===== config.mk =====
export PLATFORM = sky130hd
export DESIGN_NAME = counter_ctrl
export DESIGN_NICKNAME = d
export VERILOG_FILES = /design/src/rtl/counter_ctrl.sv
export SDC_FILE = /design/constraint.sdc
export NUM_CORES = 1
export LEC_CHECK = 0
export CAP_MARGIN = 20
export CORE_MARGIN = 2
export CORE_UTILIZATION = 45
export CTS_BUF_LIST = sky130_fd_sc_hd__clkbuf_2 sky130_fd_sc_hd__clkbuf_4 sky130_fd_sc_hd__clkbuf_8
export CTS_CLUSTER_SIZE = 25
export DETAILED_ROUTE_END_ITERATION = 16
export PLACE_DENSITY = 0.86
export SKIP_CTS_REPAIR_TIMING = 1
export SYNTH_ARGS = -nofsm -noshare
export SYNTH_HDL_FRONTEND = slang
export SYNTH_SLANG_ARGS = --single-unit

===== constraint.sdc =====
create_clock -name clock -period 4.02 [get_ports clock]
set_input_delay 0.804 -clock clock [delete_from_list [all_inputs] [get_ports clock]]
set_output_delay 0.804 -clock clock [all_outputs]
set_load 0.005 [all_outputs]

===== src/rtl/counter_ctrl.sv =====
// counter_ctrl: sequencing controller for an external loadable up-counter.
// Loads a start value, increments until the counter equals the end value,
// then pulses done. Supports pause, abort (clears the counter) and a sticky
// wrap-around flag. Optional prescaler enabled by COUNTER_CTRL_PRESCALE_EN.
module counter_ctrl #(
   parameter int unsigned WIDTH    = 4,
   parameter int unsigned PRESCALE = 4
) (
   input  logic             clock,
   input  logic             reset,
   input  logic             start,
   input  logic [WIDTH-1:0] start_val,
   input  logic [WIDTH-1:0] end_val,
   input  logic             pause,
   input  logic             abort,
   input  logic [WIDTH-1:0] count_q,
   output logic             cnt_load,
   output logic             cnt_inc,
   output logic             cnt_reset,
   output logic [WIDTH-1:0] cnt_in,
   output logic             busy,
   output logic             done,
   output logic             wrapped
);

   typedef enum logic [2:0] {
      S_IDLE  = 3'd0,
      S_LOAD  = 3'd1,
      S_COUNT = 3'd2,
      S_DONE  = 3'd3,
      S_CLEAR = 3'd4
   } state_t;

   state_t           state;
   state_t           state_nxt;
   logic [WIDTH-1:0] start_q;
   logic [WIDTH-1:0] end_q;
   logic             wrapped_q;
   logic             tick;
   logic             accept;

   assign accept  = (state == S_IDLE) && start;
   assign wrapped = wrapped_q;

`ifdef COUNTER_CTRL_PRESCALE_EN
   localparam int unsigned PW = (PRESCALE > 1) ? $clog2(PRESCALE) : 1;

   logic [PW-1:0] presc;

   assign tick = (presc == PW'(PRESCALE - 1));

   // Prescaler: cleared entering COUNT or on abort, frozen by pause
   always_ff @(posedge clock) begin
      if (reset) begin
         presc <= '0;
      end else if (state == S_LOAD) begin
         presc <= '0;
      end else if (state == S_COUNT) begin
         if (abort)
            presc <= '0;
         else if (!pause)
            presc <= tick ? '0 : presc + PW'(1);
      end
   end
`else
   logic unused_prescale;

   assign tick            = 1'b1;
   assign unused_prescale = (PRESCALE == 0);
`endif

   // State register
   always_ff @(posedge clock) begin
      if (reset)
         state <= S_IDLE;
      else
         state <= state_nxt;
   end

   // Run parameters latched on an accepted start
   always_ff @(posedge clock) begin
      if (reset) begin
         start_q <= '0;
         end_q   <= '0;
      end else if (accept) begin
         start_q <= start_val;
         end_q   <= end_val;
      end
   end

   // Sticky wrap flag: set when an increment leaves all-ones
   always_ff @(posedge clock) begin
      if (reset)
         wrapped_q <= 1'b0;
      else if (accept)
         wrapped_q <= 1'b0;
      else if (cnt_inc && (count_q == {WIDTH{1'b1}}))
         wrapped_q <= 1'b1;
   end

   // Next-state and output decode
   always_comb begin
      state_nxt = state;
      cnt_load  = 1'b0;
      cnt_inc   = 1'b0;
      cnt_reset = 1'b0;
      cnt_in    = '0;
      busy      = 1'b0;
      done      = 1'b0;
      case (state)
         S_IDLE: begin
            if (start)
               state_nxt = S_LOAD;
         end
         S_LOAD: begin
            busy   = 1'b1;
            cnt_in = start_q;
            if (abort) begin
               state_nxt = S_CLEAR;
            end else begin
               cnt_load  = 1'b1;
               state_nxt = S_COUNT;
            end
         end
         S_COUNT: begin
            busy = 1'b1;
            if (abort)
               state_nxt = S_CLEAR;
            else if (count_q == end_q)
               state_nxt = S_DONE;
            else if (!pause)
               cnt_inc = tick;
         end
         S_DONE: begin
            done      = 1'b1;
            state_nxt = S_IDLE;
         end
         S_CLEAR: begin
            busy      = 1'b1;
            cnt_reset = 1'b1;
            state_nxt = S_IDLE;
         end
         default: begin
            state_nxt = S_IDLE;
         end
      endcase
   end

endmodule


== Yosys cells after proc, flatten, opt, wreduce, memory -nomap -nowiden ==
Index checks and enable logic that the tools add are counted.
Word-level totals
  flip-flop bits (word level): 12
  input port bits: 17
  output and inout port bits: 10
  logic and storage cells: 33
Cells by class
  equal/unequal tests: 8
  multiplexer cells: 15
  reductions and logical operators: 6
Operators by type and width (count)
  2-to-1 mux 3 bit: 4
  2-to-1 mux 1 bit: 9
  one-hot mux 3 bit (3 select lines): 1
  == test 3 x 2 -> 1 bit (second input constant): 2
  == test 4 bit: 1
  == test 4 bit (second input constant): 1
  2-to-1 mux 4 bit: 1
  == test 3 x 1 -> 1 bit (second input constant): 1
  == test 3 bit (second input constant): 1
  logical NOT 3 bit: 1
  != test 3 bit (second input constant): 1
  OR reduction 3 bit: 1
  logical AND 1 bit: 2
  != test 2 bit (second input constant): 1
  AND reduction 2 bit: 1
  OR reduction 2 bit: 1

== Logic depth before layout (Yosys ltp) ==
Gate-level depths: netlist of run 1.
  depth after elaboration: 5
  gate-level depth with buffers: 5
  mapped depth without buffers: 4

== Worst setup path before layout of run 1 ==
Ideal clock, no wire load.
  path kind: input to output
  start: input abort
  end: output cnt_inc
  arrival time: 1644 ps
  data required time: 3216 ps
  setup slack: 1572 ps
  stages: 3
  path buffers: 0
  cells stage by stage: or4b_1 > a41oi_2 > nor2b_1
Between the ends
  cells in the longest elaborated chain, start to end: 2
RTL lines
  start: declaration: line 15  | input logic abort,
  2-to-1 mux 1 bit: line 127  | if (abort)
  2-to-1 mux 1 bit: line 110  | case (state)
  end: declaration: line 18  | output logic cnt_inc,
No other way between the ends.

== Final worst setup path of run 1 ==
Same ends and word-level chain as after synthesis.

==> reports/metrics.cfg, run 1 <==
[timing]
hold_viol_final = 0
finalClockSkew_ns = 0.00395
tightestPinTransition_ns = 0.842
setup_ws_ns = 0.605
max_freq_mhz = 293
final-max-slew-violation-count = 0
final.min_clock_period_ns = 3.42
setup-tns-final_ns = 0
min_period_over_period_pct = 85.0
rsz0062_at_grt = false
finalSetupViolCount = 0
slew_headroom_pct = 43.7

[die]
coreArea_um2 = 1270
io_pins = 27
start_util_pct = 47.1
die_width_um = 40.5
die_h_um = 40.5
row_count = 13
die_area_um2 = 1640

[global_routing]
grt_use_total_pct = 19.5
overflow = 0
grt_start_max_net_pins = 14
antenna_found_initial = 0
grt_pass1_wl_um = 2060
grt_pass1_vias = 480

[logic_synthesis]
synth_ff_type = dfxtp_1
synthDistinctLibCells = 26
synth.avg_cell_area_um2 = 8.67
ys_seq_elements = 12
synth_edf_count = 0
netlist_area_um2 = 598
yosysWarnings = 0
syn_nets = 86
synthCells = 69
synthArstFlopShare_pct = 0
ys_seq_area_share_pct = 40.2

[clocking]
clock_path_buffers = 2
clkTransAtPathRegs_ns = 0.08
cts_sinks = 12
cts_tree = built
cts-htree-levels = 1
numCtsBuffers = 3
clockRootBuffer = clkbuf_4
clock_latency_ns = 0.27

[power]
power_uw = 283
ir_worst_vdd_uv = 179
p_per_area_nw_per_um2 = 318
leakage_uw = 0.000343

[worst_setup_path]
start_kind = input port
arrival_ns = 2.61
worstSetupPathType = in -> out
end_kind = primary output
worstPathRequired_ns = 3.22
crit_fanout = 3
crit-reg2reg-launch = state[0]
cp-startpoint = abort

[route]
drt-total-wl_um = 1420
drc = 0
dr.first_iter.drc_count = 6
routedWlPerCell_um = 12.9
drt_pre_antenna_iters = 4
vias = 562
routed_via_density = 5.11
drtAntennaViolNets = 0

[worst_hold_path]
hold_path_class = reg -> reg
min_from = start_q[0]

[finish]
multi_input_area_um2 = 330
syn_to_final_growth_pct = 48.7
final_common_cell = clkdlybuf4s50_1
final_cell_mix = 26 x clkdlybuf4s50_1, 16 x nand2_1, 12 x dfxtp_1
diodes = 0
drive_above_1_share_pct = 8.42
fillers = 108
num-nets-final = 113
register_area_um2 = 240

[flow_run]
max_cap_violations = 0

[place]
place_ws_ns = 0.597
gp_congestion = 0.659
dp_hpwl_um = 1050
io_buffers = 26

[run_status]
status = completed

sequential cells by signal, indices dropped and copies added (netlist names):
name and cells:
state 3, wrapped 1, end_q 4, start_q 4
critical path, cell delays in order:
cell and delay, ns:
clkdlybuf4s50_1 0.44, or4b_1 0.50, a41oi_2 0.22, nor2b_1 0.16
clkdlybuf4s50_1 0.50
cell type report:
cell class / instances / share of cell area [%]
clock buffers: 4 / 4.08
repair buffers: 26 / 29.3
flip-flops and latches: 12 / 27.0
well taps: 15 / 2.11
inverters: 1 / 0.422
multi-input cells: 52 / 37.1
routing by layer:
layer	track usage, %	wire [um]
met5	0	0
met4	10.0	13
met3	2.22	67
met2	35.3	719
met1	22.1	617
synth_stat cells, drive strengths merged, types with 2 or more instances:
cell | number | share of area [%]
a21oi | 8 | 6.7
nand2 | 16 | 10
clkbuf | 2 | 1.3
xnor2 | 5 | 7.3
dfxtp | 12 | 40
buf | 2 | 2.7
nor4 | 2 | 2.1
and3 | 5 | 5.2
nor3 | 2 | 2.5
logic make-up (layout without fill, tap and decap cells):
kind of cell	count (synthesis)	in the layout	synth area share, %
AND/OR/NAND/NOR	34	34	32.4
XOR/XNOR	6	6	8.79
multiplexers	2	2	3.56
AO/OA/AOI/OAI	10	10	10.5
buffers and inverters	5	31	4.60
flip-flops	12	12	40.2
stage by stage:
stage               hold slack [ns]  instance area [um^2]  util (%)  std cells
finish                        0.453                   890      70.1        110
global route                  0.489                   890      70.1        110
CTS                           0.457                   890      70.1        110
detailed placement            0.446                   853      67.3        106
global placement              0.440                   853      67.3        106
floorplan                     0.432                   598         -         69
where the power goes:
| group | internal, uW | switching (uW) |
|---|---|---|
| clock network | 54.9 | 40.1 |
| logic | 32.6 | 22.1 |
| registers | 126 | 7.54 |
path summary, 6_finish.rpt:
| check | slack [ns] | depth (start not counted) | endpoint |
|---|---|---|---|
| setup / recovery | 0.60 | 5 | cnt_inc |
| hold / removal | 0.45 | 2 | start_q[0] |
| setup reg to reg | 2.42 | 3 | end_q[2] |
| hold reg to reg | 0.45 | 2 | start_q[0] |
Note: power is estimated with default switching activity, not from simulation.
==> inputs of run 2 (changes only) <==
--- a/config.mk
+++ b/config.mk
@@ -7,11 +7,11 @@
 export LEC_CHECK = 0
 export CAP_MARGIN = 20
 export CORE_MARGIN = 2
-export CORE_UTILIZATION = 45
+export CORE_UTILIZATION = 42
 export CTS_BUF_LIST = sky130_fd_sc_hd__clkbuf_2 sky130_fd_sc_hd__clkbuf_4 sky130_fd_sc_hd__clkbuf_8
 export CTS_CLUSTER_SIZE = 25
 export DETAILED_ROUTE_END_ITERATION = 16
-export PLACE_DENSITY = 0.86
+export PLACE_DENSITY = 0.81
 export SKIP_CTS_REPAIR_TIMING = 1
 export SYNTH_ARGS = -nofsm -noshare
 export SYNTH_HDL_FRONTEND = slang
==> constraint.sdc (replaced) <==
create_clock -name clock -period 3.5 [get_ports clock]
set_input_delay 0.7 -clock clock [delete_from_list [all_inputs] [get_ports clock]]
set_output_delay 0.7 -clock clock [all_outputs]
set_load 0.005 [all_outputs]
==> run 2 against run 1 <==
Total power up 6.5%. Critical endpoint unchanged. Critical path depth unchanged. Sequential power up 14%. Via count up 2.5%. Non-clock buffer count unchanged. Sequential share of layout area up 0.42 points. First-iteration DRC count up 33%. Worst hold slack about the same. Register-to-register slack worse by 0.48 ns. Global-route usage down 1.5 points. Utilization down 3.6 points. Largest cell class unchanged. Die area up 6.4%.
==> reports/metrics.cfg, run 2 (synthesized netlist as in run 1, its figures left out) <==
[flow_run]
max_cap_violations = 0  ; unchanged

[route]
routedWlPerCell_um = 12.3  ; was 12.9 um
routed_via_density = 5.28  ; was 5.11
dr.first_iter.drc_count = 8  ; was 6
drc = 0  ; unchanged
drt_pre_antenna_iters = 4  ; unchanged
vias = 576  ; was 562
drtAntennaViolNets = 0  ; unchanged
drt-total-wl_um = 1340  ; was 1420 um

[worst_hold_path]
holdPathEnd = start_q[3]  ; was start_q[0]
hold_path_class = reg -> reg  ; unchanged
min_from = start_q[3]  ; was start_q[0]
hold_depth = 2  ; unchanged

[worst_setup_path]
cp_cell_sequence = clkdlybuf4s50_1 -> or4b_1 -> a41oi_2 -> nor2b_1 -> clkdlybuf4s50_1  ; unchanged
crit-reg2reg-launch = state[0]  ; unchanged
crit_top_cell = clkdlybuf4s50_1  ; unchanged
r2r_setup_slack_ns = 1.94  ; was 2.42 ns
cp_slowest_cell = clkdlybuf4s50_1  ; was or4b_1
slowest_delay_ns = 0.50  ; about the same
start_kind = input port  ; unchanged
end_kind = primary output  ; unchanged
r2r-end = end_q[3]  ; was end_q[2]
arrival_ns = 2.50  ; was 2.61 ns
crit_fanout = 3  ; unchanged
ff2ff_path_depth = 3  ; unchanged
worstSetupPathType = in -> out  ; unchanged
worstPathRequired_ns = 2.80  ; was 3.22 ns

[finish]
final_cell_mix = 26 x clkdlybuf4s50_1, 16 x nand2_1, 12 x dfxtp_1  ; unchanged
syn_to_final_growth_pct = 46.4  ; was 48.7%
final_common_cell = clkdlybuf4s50_1  ; unchanged
drive_above_1_share_pct = 7.45  ; was 8.42%
largestRegisters = end_q (4), start_q (4), state (3)  ; unchanged
design_area_um2 = 876  ; was 890 um^2
instances_no_fill = 109  ; was 110
diodes = 0  ; unchanged
num-nets-final = 113  ; unchanged
final_util_pct = 66.5  ; was 70.1%
fillers = 123  ; was 108

[die]
die_h_um = 41.7  ; was 40.5 um
die_width_um = 41.7  ; was 40.5 um
row_count = 13  ; unchanged
die_area_um2 = 1740  ; was 1640 um^2
io_pins = 27  ; unchanged
start_util_pct = 45.4  ; was 47.1%
coreArea_um2 = 1320  ; was 1270 um^2

[place]
io_buffers = 26  ; unchanged
gp_congestion = 0.736  ; was 0.659
dp_hpwl_um = 969  ; was 1050 um
postPlaceCellArea_um2 = 853  ; unchanged
dp_cells = 106  ; unchanged

[global_routing]
grt_pass1_wl_um = 2340  ; was 2060 um
grt_start_max_net_pins = 14  ; unchanged
overflow = 0  ; unchanged
top_usage_layer = met2  ; unchanged
grt_use_total_pct = 18.0  ; was 19.5%
antenna_found_initial = 0  ; unchanged
groute.layer.met2.usage_pct = 27.5  ; was 35.3%
grt_use_met1_pct = 21.8  ; was 22.1%
met3_usage_pct = 7.83  ; was 2.22%
grt_pass1_vias = 532  ; was 480

[clocking]
clock_latency_ns = 0.27  ; about the same
clkTransAtPathRegs_ns = 0.08  ; about the same
cts_tree = built  ; unchanged
cts_sinks = 12  ; unchanged
numCtsBuffers = 3  ; unchanged
clock_path_buffers = 2  ; unchanged
cts-htree-levels = 1  ; unchanged
clockRootBuffer = clkbuf_4  ; unchanged

[timing]
rsz0062_at_grt = false  ; unchanged
max_freq_mhz = 313
setup-tns-final_ns = 0  ; unchanged
final-max-slew-violation-count = 0  ; unchanged
min_period_over_period_pct = 91.4
finalSetupViolCount = 0  ; unchanged
tightestPinTransition_ns = 0.821  ; was 0.842 ns
final.min_clock_period_ns = 3.20
hold_viol_final = 0  ; unchanged
finalClockSkew_ns = 0.00336  ; was 0.00395 ns
slew_headroom_pct = 45.1  ; was 43.7%

[power]
p_per_area_nw_per_um2 = 344  ; was 318 nW/um^2
power_uw = 302  ; was 283 uW
ir_worst_vdd_uv = 191  ; was 179 uV
leakage_uw = 0.000335  ; was 0.000343 uW

[run_status]
status = completed  ; unchanged

run 2: how the worst max path moves through the flow:
stage	from	end	slack, ns	depth (start not counted)
after global placement	abort	cnt_inc	0.33	5
final	abort	cnt_inc	0.30	5
after floorplan	abort	cnt_inc	1.26	3
after CTS	abort	cnt_inc	0.30	5
after detailed placement	abort	cnt_inc	0.30	5
after global routing	abort	cnt_inc	0.25	5
run 2: area by class of cell:
| type | instances | area (um^2) | share of cell area [%] |
|---|---|---|---|
| clock buffers | 3 | 22.5 | 2.57 |
| inverters | 1 | 3.75 | 0.429 |
| multi-input cells | 52 | 330 | 37.7 |
| flip-flops and latches | 12 | 240 | 27.4 |
| well taps | 15 | 18.8 | 2.14 |
| repair buffers | 26 | 260 | 29.7 |
run 2: per-stage QoR:
step	setup slack (ns)	hold slack (ns)
after detailed placement	0.300	0.445
after CTS	0.303	0.455
after floorplan	1.26	0.432
final	0.302	0.453
after global routing	0.250	0.471
after global placement	0.328	0.438
run 2: critical path: cells and delay by family:
kind,cells,cell delay [ns]
buf+inv,2,0.93
compound gates,1,0.22
simple gates,2,0.64
run 2: power by group:
group          total (uW)  switching (uW)  internal, uW
clock                86.0            46.1          39.8
combinational        62.2            24.8          37.4
sequential            153            8.65           145
run 2: routing by layer:
layer	part of all wire [%]	wire length (um)	vias up
li1	-	-	295
met1	46	620	255
met2	48	637	26
met3	6.1	82	0
met4	0	0	0
met5	0	0	-
